==> config.mk <==
export PLATFORM = sky130hd
export DESIGN_NAME = cart_mem_arbiter_flat
export DESIGN_NICKNAME = d
export VERILOG_FILES = /design/src/rtl/cart_mem_arbiter_pkg.sv /design/src/rtl/cart_mem_arbiter_if.sv /design/src/rtl/cart_mem_arbiter_slot.sv /design/src/rtl/cart_mem_arbiter.sv /design/src/flat_wrapper.sv
export SDC_FILE = /design/constraint.sdc
export NUM_CORES = 1
export LEC_CHECK = 0
export ABC_CLOCK_PERIOD_IN_PS = 1850
export BUFFER_PORTS_ARGS = -buffer_cell sky130_fd_sc_hd__buf_2
export CAP_MARGIN = 15
export CORE_ASPECT_RATIO = 0.7
export CORE_MARGIN = 2
export CORE_UTILIZATION = 30
export CTS_BUF_LIST = sky130_fd_sc_hd__clkbuf_8
export DETAILED_ROUTE_END_ITERATION = 8
export MAX_ROUTING_LAYER = met4
export PLACE_DENSITY = 0.51
export SETUP_SLACK_MARGIN = 0.2
export SLEW_MARGIN = 20
export SYNTH_ARGS = -nofsm -noshare
export SYNTH_HDL_FRONTEND = slang
export SYNTH_HIERARCHICAL = 1
export SYNTH_SLANG_ARGS = --single-unit
==> constraint.sdc <==
create_clock -name clk -period 1.85 [get_ports clk]
set_input_delay 0.37 -clock clk [delete_from_list [all_inputs] [get_ports clk]]
set_output_delay 0.37 -clock clk [all_outputs]
set_load 0.05 [all_outputs]
==> src/rtl/cart_mem_arbiter_pkg.sv <==
`default_nettype none
// +--------------------------------------------------------------------+
// | cart_arb_pkg : shared types and constants for cart_mem_arbiter     |
// | Revision 1.0 - initial release                                     |
// +--------------------------------------------------------------------+
package cart_arb_pkg;

  typedef enum logic {IDLE = 1'b0, REQ = 1'b1} arb_state_e;

  typedef enum logic {SRC_PRG = 1'b0, SRC_CHR = 1'b1} src_e;

  typedef struct packed {
    logic        valid;
    logic [21:0] addr;
    logic        we;
    logic [7:0]  wdata;
  } mem_slot_t;

  localparam logic [3:0] PRG_RAM_TAG = 4'b1111;
  localparam logic [1:0] CHR_RAM_TAG = 2'b10;
  localparam logic [7:0] RDATA_IDLE  = 8'hFF;

  // Reads are always allowed; writes only land in the RAM window of their source.
  function automatic logic write_allowed(input src_e src, input mem_slot_t s);
    if (!s.we)
      return 1'b1;
    if (src == SRC_PRG)
      return s.addr[21:18] == PRG_RAM_TAG;
    return s.addr[21:20] == CHR_RAM_TAG;
  endfunction

endpackage
`default_nettype wire

==> src/rtl/cart_mem_arbiter_if.sv <==
`default_nettype none
// +--------------------------------------------------------------------+
// | cart_mem_arbiter_if : PRG/CHR request buses and external mem port  |
// | Revision 1.0 - initial release                                     |
// +--------------------------------------------------------------------+
interface cart_mem_arbiter_if;

  logic        prg_req;
  logic [21:0] prg_addr;
  logic        prg_we;
  logic [7:0]  prg_wdata;
  logic [7:0]  prg_rdata;
  logic        prg_busy;

  logic        chr_req;
  logic [21:0] chr_addr;
  logic        chr_we;
  logic [7:0]  chr_wdata;
  logic [7:0]  chr_rdata;
  logic        chr_busy;

  logic        mem_req;
  logic [21:0] mem_addr;
  logic        mem_we;
  logic [7:0]  mem_wdata;
  logic        mem_ack;
  logic [7:0]  mem_rdata;

  logic [3:0]  err_flags;

  modport master (
    input  prg_req, prg_addr, prg_we, prg_wdata,
    output prg_rdata, prg_busy,
    input  chr_req, chr_addr, chr_we, chr_wdata,
    output chr_rdata, chr_busy,
    output mem_req, mem_addr, mem_we, mem_wdata,
    input  mem_ack, mem_rdata,
    output err_flags
  );

  modport slave (
    output prg_req, prg_addr, prg_we, prg_wdata,
    input  prg_rdata, prg_busy,
    output chr_req, chr_addr, chr_we, chr_wdata,
    input  chr_rdata, chr_busy,
    input  mem_req, mem_addr, mem_we, mem_wdata,
    output mem_ack, mem_rdata,
    input  err_flags
  );

endinterface
`default_nettype wire

==> src/rtl/cart_mem_arbiter_slot.sv <==
`default_nettype none
// +--------------------------------------------------------------------+
// | arb_slot : depth-1 request holding slot with overrun detection     |
// | Revision 1.0 - initial release                                     |
// +--------------------------------------------------------------------+
module arb_slot
  import cart_arb_pkg::*;
(
  input  wire logic        clk,
  input  wire logic        reset_n,
  input  wire logic        strobe_i,
  input  wire logic [21:0] addr_i,
  input  wire logic        we_i,
  input  wire logic [7:0]  wdata_i,
  input  wire logic        clear_i,
  output mem_slot_t        slot_o,
  output logic             overrun_o
);

  mem_slot_t slot_q;
  mem_slot_t slot_d;

  // Clear is applied before capture so a completing slot can be refilled in the same cycle.
  always_comb begin
    slot_d    = slot_q;
    overrun_o = 1'b0;
    if (clear_i)
      slot_d.valid = 1'b0;
    if (strobe_i) begin
      if (slot_d.valid)
        overrun_o = 1'b1;
      else
        slot_d = '{valid: 1'b1, addr: addr_i, we: we_i, wdata: wdata_i};
    end
  end

  always_ff @(posedge clk or negedge reset_n) begin
    if (!reset_n)
      slot_q <= '0;
    else
      slot_q <= slot_d;
  end

  assign slot_o = slot_q;

endmodule
`default_nettype wire

==> src/rtl/cart_mem_arbiter.sv <==
`default_nettype none
// +--------------------------------------------------------------------+
// | cart_mem_arbiter : CHR-priority PRG/CHR arbiter onto one mem port  |
// | Optional write protection: CART_ARB_WRITE_PROTECT_EN               |
// | Revision 1.0 - initial release                                     |
// +--------------------------------------------------------------------+
module cart_mem_arbiter
  import cart_arb_pkg::*;
#(
  parameter int PRG_STARVE_MAX = 3,
  parameter int ACK_TIMEOUT    = 255,
  parameter int TMO_W          = 8
) (
  input wire logic           clk,
  input wire logic           reset_n,
  cart_mem_arbiter_if.master bus
);

  localparam int                  STARVE_W   = $clog2(PRG_STARVE_MAX + 2);
  localparam logic [STARVE_W-1:0] STARVE_SAT = STARVE_W'(PRG_STARVE_MAX);
  localparam logic [TMO_W-1:0]    TMO_LAST   = TMO_W'(ACK_TIMEOUT - 1);

  mem_slot_t prg_slot, chr_slot;
  logic      prg_clr, chr_clr, prg_ovr, chr_ovr;
  logic      pick_chr, grant, wp_ok;
  logic [7:0] rd_val;

  arb_state_e          state_q, state_d;
  src_e                src_q, src_d;
  logic [STARVE_W-1:0] starve_q, starve_d;
  logic [TMO_W-1:0]    tmo_q, tmo_d;
  logic                mem_req_q, mem_req_d, mem_we_q, mem_we_d;
  logic [21:0]         mem_addr_q, mem_addr_d;
  logic [7:0]          mem_wdata_q, mem_wdata_d;
  logic [7:0]          prg_rdata_q, prg_rdata_d, chr_rdata_q, chr_rdata_d;
  logic [3:0]          err_q, err_d;

  arb_slot u_prg_slot (
    .clk(clk), .reset_n(reset_n),
    .strobe_i(bus.prg_req), .addr_i(bus.prg_addr), .we_i(bus.prg_we), .wdata_i(bus.prg_wdata),
    .clear_i(prg_clr), .slot_o(prg_slot), .overrun_o(prg_ovr)
  );

  arb_slot u_chr_slot (
    .clk(clk), .reset_n(reset_n),
    .strobe_i(bus.chr_req), .addr_i(bus.chr_addr), .we_i(bus.chr_we), .wdata_i(bus.chr_wdata),
    .clear_i(chr_clr), .slot_o(chr_slot), .overrun_o(chr_ovr)
  );

  // CHR wins unless PRG has already been passed over PRG_STARVE_MAX times.
  assign pick_chr = chr_slot.valid && (!prg_slot.valid || (starve_q < STARVE_SAT));

`ifdef CART_ARB_WRITE_PROTECT_EN
  assign wp_ok = write_allowed(pick_chr ? SRC_CHR : SRC_PRG, pick_chr ? chr_slot : prg_slot);
`else
  assign wp_ok = 1'b1;
`endif

  always_comb begin
    state_d     = state_q;
    src_d       = src_q;
    starve_d    = starve_q;
    tmo_d       = tmo_q;
    mem_req_d   = mem_req_q;
    mem_addr_d  = mem_addr_q;
    mem_we_d    = mem_we_q;
    mem_wdata_d = mem_wdata_q;
    prg_rdata_d = prg_rdata_q;
    chr_rdata_d = chr_rdata_q;
    err_d       = err_q | {2'b00, chr_ovr, prg_ovr};
    prg_clr     = 1'b0;
    chr_clr     = 1'b0;
    grant       = 1'b0;
    rd_val      = RDATA_IDLE;

    case (state_q)
      IDLE: begin
        if (prg_slot.valid || chr_slot.valid) begin
          grant = 1'b1;
          src_d = pick_chr ? SRC_CHR : SRC_PRG;
          if (!wp_ok) begin
            // Blocked write is retired from the slot without touching the memory port.
            prg_clr  = !pick_chr;
            chr_clr  = pick_chr;
            err_d[2] = 1'b1;
          end else begin
            state_d     = REQ;
            mem_req_d   = 1'b1;
            mem_addr_d  = pick_chr ? chr_slot.addr  : prg_slot.addr;
            mem_we_d    = pick_chr ? chr_slot.we    : prg_slot.we;
            mem_wdata_d = pick_chr ? chr_slot.wdata : prg_slot.wdata;
          end
        end
      end
      REQ: begin
        tmo_d = tmo_q + 1'b1;
        if (bus.mem_ack || (tmo_q == TMO_LAST)) begin
          state_d   = IDLE;
          mem_req_d = 1'b0;
          tmo_d     = '0;
          prg_clr   = (src_q == SRC_PRG);
          chr_clr   = (src_q == SRC_CHR);
          if (!bus.mem_ack)
            err_d[3] = 1'b1;
          else
            rd_val = bus.mem_rdata;
          if (!mem_we_q) begin
            if (src_q == SRC_PRG)
              prg_rdata_d = rd_val;
            else
              chr_rdata_d = rd_val;
          end
        end
      end
      default: state_d = IDLE;
    endcase

    if (!prg_slot.valid)
      starve_d = '0;
    else if (grant && !pick_chr)
      starve_d = '0;
    else if (grant && (starve_q != STARVE_SAT))
      starve_d = starve_q + 1'b1;
  end

  always_ff @(posedge clk or negedge reset_n) begin
    if (!reset_n) begin
      state_q     <= IDLE;
      src_q       <= SRC_PRG;
      starve_q    <= '0;
      tmo_q       <= '0;
      mem_req_q   <= 1'b0;
      mem_addr_q  <= '0;
      mem_we_q    <= 1'b0;
      mem_wdata_q <= '0;
      prg_rdata_q <= RDATA_IDLE;
      chr_rdata_q <= RDATA_IDLE;
      err_q       <= '0;
    end else begin
      state_q     <= state_d;
      src_q       <= src_d;
      starve_q    <= starve_d;
      tmo_q       <= tmo_d;
      mem_req_q   <= mem_req_d;
      mem_addr_q  <= mem_addr_d;
      mem_we_q    <= mem_we_d;
      mem_wdata_q <= mem_wdata_d;
      prg_rdata_q <= prg_rdata_d;
      chr_rdata_q <= chr_rdata_d;
      err_q       <= err_d;
    end
  end

  assign bus.mem_req   = mem_req_q;
  assign bus.mem_addr  = mem_addr_q;
  assign bus.mem_we    = mem_we_q;
  assign bus.mem_wdata = mem_wdata_q;
  assign bus.prg_rdata = prg_rdata_q;
  assign bus.chr_rdata = chr_rdata_q;
  assign bus.prg_busy  = prg_slot.valid;
  assign bus.chr_busy  = chr_slot.valid;
  assign bus.err_flags = err_q;

endmodule
`default_nettype wire

==> src/flat_wrapper.sv <==
// flat-port wrapper written by rule: the top's interface ports become plain ports
module cart_mem_arbiter_flat import cart_arb_pkg::*;
#(
  parameter int PRG_STARVE_MAX = 3,
  parameter int ACK_TIMEOUT    = 255,
  parameter int TMO_W          = 8
)
  (clk, reset_n, bus_prg_req, bus_prg_addr, bus_prg_we, bus_prg_wdata, bus_prg_rdata, bus_prg_busy, bus_chr_req, bus_chr_addr, bus_chr_we, bus_chr_wdata, bus_chr_rdata, bus_chr_busy, bus_mem_req, bus_mem_addr, bus_mem_we, bus_mem_wdata, bus_mem_ack, bus_mem_rdata, bus_err_flags);
  cart_mem_arbiter_if bus_i ();
  input wire logic clk;
  input wire logic reset_n;
  input wire logic [$bits(bus_i.prg_req)-1:0] bus_prg_req;
  input wire logic [$bits(bus_i.prg_addr)-1:0] bus_prg_addr;
  input wire logic [$bits(bus_i.prg_we)-1:0] bus_prg_we;
  input wire logic [$bits(bus_i.prg_wdata)-1:0] bus_prg_wdata;
  output wire logic [$bits(bus_i.prg_rdata)-1:0] bus_prg_rdata;
  output wire logic [$bits(bus_i.prg_busy)-1:0] bus_prg_busy;
  input wire logic [$bits(bus_i.chr_req)-1:0] bus_chr_req;
  input wire logic [$bits(bus_i.chr_addr)-1:0] bus_chr_addr;
  input wire logic [$bits(bus_i.chr_we)-1:0] bus_chr_we;
  input wire logic [$bits(bus_i.chr_wdata)-1:0] bus_chr_wdata;
  output wire logic [$bits(bus_i.chr_rdata)-1:0] bus_chr_rdata;
  output wire logic [$bits(bus_i.chr_busy)-1:0] bus_chr_busy;
  output wire logic [$bits(bus_i.mem_req)-1:0] bus_mem_req;
  output wire logic [$bits(bus_i.mem_addr)-1:0] bus_mem_addr;
  output wire logic [$bits(bus_i.mem_we)-1:0] bus_mem_we;
  output wire logic [$bits(bus_i.mem_wdata)-1:0] bus_mem_wdata;
  input wire logic [$bits(bus_i.mem_ack)-1:0] bus_mem_ack;
  input wire logic [$bits(bus_i.mem_rdata)-1:0] bus_mem_rdata;
  output wire logic [$bits(bus_i.err_flags)-1:0] bus_err_flags;
  assign bus_i.prg_req = bus_prg_req;
  assign bus_i.prg_addr = bus_prg_addr;
  assign bus_i.prg_we = bus_prg_we;
  assign bus_i.prg_wdata = bus_prg_wdata;
  assign bus_prg_rdata = bus_i.prg_rdata;
  assign bus_prg_busy = bus_i.prg_busy;
  assign bus_i.chr_req = bus_chr_req;
  assign bus_i.chr_addr = bus_chr_addr;
  assign bus_i.chr_we = bus_chr_we;
  assign bus_i.chr_wdata = bus_chr_wdata;
  assign bus_chr_rdata = bus_i.chr_rdata;
  assign bus_chr_busy = bus_i.chr_busy;
  assign bus_mem_req = bus_i.mem_req;
  assign bus_mem_addr = bus_i.mem_addr;
  assign bus_mem_we = bus_i.mem_we;
  assign bus_mem_wdata = bus_i.mem_wdata;
  assign bus_i.mem_ack = bus_mem_ack;
  assign bus_i.mem_rdata = bus_mem_rdata;
  assign bus_err_flags = bus_i.err_flags;
  cart_mem_arbiter #(.PRG_STARVE_MAX(PRG_STARVE_MAX), .ACK_TIMEOUT(ACK_TIMEOUT), .TMO_W(TMO_W)) u_core (.clk(clk), .reset_n(reset_n), .bus(bus_i));
endmodule
==> flow_summary.json <==
{
  "gp_congestion": 0.7926,
  "slew_viol_final": 0,
  "h-tree-depth": 4,
  "grt_setup_unrepaired": "yes",
  "fin_nets": 705,
  "dpl.hpwl_um": 10360,
  "fin_crit_ps": 1940,
  "skew_ps": 18.91,
  "dr.first_iter.drc_count": 188,
  "cp.required_ps": 2180,
  "synth_edf_count": 0,
  "synth_nets": 530,
  "routed_wl_um": 15250,
  "ant_nets": 0,
  "synthCells": 451,
  "clock_sinks": 128,
  "final_common_cell": "dfrtp_1",
  "clk_pin_slew_worst_paths_ps": 80,
  "synth_warnings": 6,
  "core_area_um2": 18870,
  "setup_tns_ps": -2859,
  "maxSlewHeadroom": 0.6518,
  "drc": 0,
  "area_delta_synth_final_pct": 32.89,
  "grt_max_degree": 42,
  "min_path_type": "in -> reg",
  "cp-start-kind": "register",
  "crit_fanout": 6,
  "arrival_ps": 2270,
  "path_class": "reg -> reg",
  "worst_skew_pair.late_latency_ps": 450,
  "vias": 4192,
  "clockBufferDepth": 2,
  "fmax_mhz": 515.5,
  "grt_pass1_vias": 4376,
  "row_count": 42,
  "track_usage": 0.1587,
  "irDropWorstVdd_mv": 0.8433,
  "die-area_um2": 20400,
  "initial_core_util": 0.3063,
  "final_cell_mix": "109 x dfrtp_1, 107 x buf_2, 61 x mux2_4",
  "final.period_utilization": 1.049,
  "syn_area_per_cell_um2": 12.81,
  "dp_cells": 827,
  "dp_slack_ps": -45.29,
  "ys.flop_type": "dfrtp_1",
  "endpoint_kind": "register",
  "instances_no_fill": 884,
  "wire_per_inst_um": 17.25,
  "cts_root_buf": "clkbuf_8",
  "fillers": 1775,
  "numCtsBuffers": 17,
  "register_area_um2": 3227,
  "hold_viol": 0,
  "die_h_um": 120.1,
  "cts_tree": "built",
  "worst_slack_ps": -89.89,
  "viasPerCell": 4.742,
  "synth_seq_cells": 128,
  "num_io_pins": 129,
  "chipWidth_um": 169.9,
  "io_buffers": 127,
  "worst_slew_pin_slew_ps": 521.9,
  "ys_types": 47,
  "grt-ovfl-total": 0,
  "p_per_area_nw_per_um2": 1916,
  "violations": "setup timing",
  "whs_ps": 143.6,
  "syn_area_um2": 5778,
  "grt_pass1_wl_um": 23720,
  "multi_input_area_um2": 2271,
  "setup_viol": 59,
  "p_leak_nw": 3.747,
  "antenna_found_initial": 3,
  "synth_async_sr_flop_share": 1.000,
  "status": "complete, but fails checks",
  "drt_first_pass_iters": 4,
  "drv_cap": 0,
  "ys_seq_area_frac": 0.5578,
  "drive_gt1_frac": 0.4914
}
==> sequential cells by signal, indices dropped and copies added (netlist names) <==
name                      flops
u_core/bus.prg_rdata          8
u_core/starve_q               3
u_core/bus.err_flags          3
u_core/src_q                  1
u_core/bus.chr_rdata          8
u_core/bus.mem_wdata          8
u_core/bus.mem_addr          22
u_core/bus.mem_we             1
u_core/u_prg_slot/slot_o     32
u_core/bus.mem_req            1
u_core/u_chr_slot/slot_o     32
u_core/tmo_q                  8
u_core/state_q                1
==> kinds of logic after synthesis <==
| family | Yosys count | share of synthesized area |
|---|---|---|
| fa+ha+maj | 4 | 0.008662 |
| buf+inv | 64 | 0.06301 |
| mux | 63 | 0.1615 |
| simple gates | 118 | 0.1031 |
| compound gates | 73 | 0.1052 |
| flops | 128 | 0.5578 |
| other cells | 1 | 0.0006490 |
==> synthesized netlist by cell type, types with 6 or more instances <==
library cell,instances,area [µm²]
o311ai_0,18,157.7
nor2_1,7,26.28
nor3_1,6,30.03
o311ai_1,13,113.9
dfstp_2,16,420.4
nand2_1,47,176.4
a21oi_1,6,30.03
o22a_1,16,140.1
mux2_4,60,900.9
inv_1,36,135.1
nand3_1,41,205.2
clkbuf_1,13,48.80
dfrtp_1,112,2803
buf_12,6,120.1
==> worst max-delay path, stage by stage, from the launching register on <==
cell and delay [ps]:
dfrtp_1 390, and4_4 210, a41o_4 290, and3_4 180
nand2b_4 160, nand2_8 130, clkbuf_16 180, mux2_4 290
==> power by group <==
part	internal, mW	total (mW)	switching (mW)	leakage, nW
combinational	2.98	7.06	4.08	2.03
sequential	4.24	5.09	0.853	1.51
clock	1.40	2.56	1.15	0.204
==> layer usage <==
metal / routed length [µm] / global-route usage / vias up / part of all wire
met5: 0 / - / - / 0
met4: 224 / 0.06036 / 0 / 0.015
met3: 917 / 0.04980 / 19 / 0.060
met2: 6524 / 0.2161 / 127 / 0.43
met1: 7585 / 0.2199 / 2073 / 0.50
li1: - / - / 1973 / -
==> final timing paths <==
check                      slack [ps]                            to  cells after the start               startpoint
max                               -90  u_core/u_chr_slot/slot_o[23]                      7          u_core/tmo_q[5]
min                               140   u_core/u_chr_slot/slot_o[9]                      2          bus_chr_addr[0]
max reg2reg                       -90  u_core/u_chr_slot/slot_o[23]                      7          u_core/tmo_q[5]
min reg2reg                       480       u_core/bus.err_flags[0]                      1  u_core/bus.err_flags[0]
max in group asynchronous         930  u_core/u_prg_slot/slot_o[20]                      3                  reset_n
min in group asynchronous         380               u_core/tmo_q[7]                      2                  reset_n
==> repair_timing <==
action,4_1_cts,5_1_grt
setup endpoints to repair,83,109
gates cloned,1,3
resized for setup,18,19
setup buffers,5,12
endpoints found under the hold margin,4,0
hold buffers,1,0
pin swaps,1,5
==> cell type report <==
type,count,share of cell area
Sequential cell,128,0.4202
Inverter,36,0.01760
Multi-Input combinational cell,260,0.2957
Timing Repair Buffer,183,0.1709
Clock inverter,13,0.02102
Tap cell,242,0.03943
Clock buffer,19,0.03406
Antenna cell,3,0.0009777
==> per-stage QoR <==
stage	area (µm²)	total power, mW	utilization
after CTS	7466	14.57	0.3957
after detailed placement	6909	11.76	0.3662
final	7679	14.71	0.4070
after global placement	6909	11.59	0.3662
after global routing	7679	15.60	0.4070
after floorplan	5819	9.948	-
No activity file was read; power rests on OpenSTA's default activity.
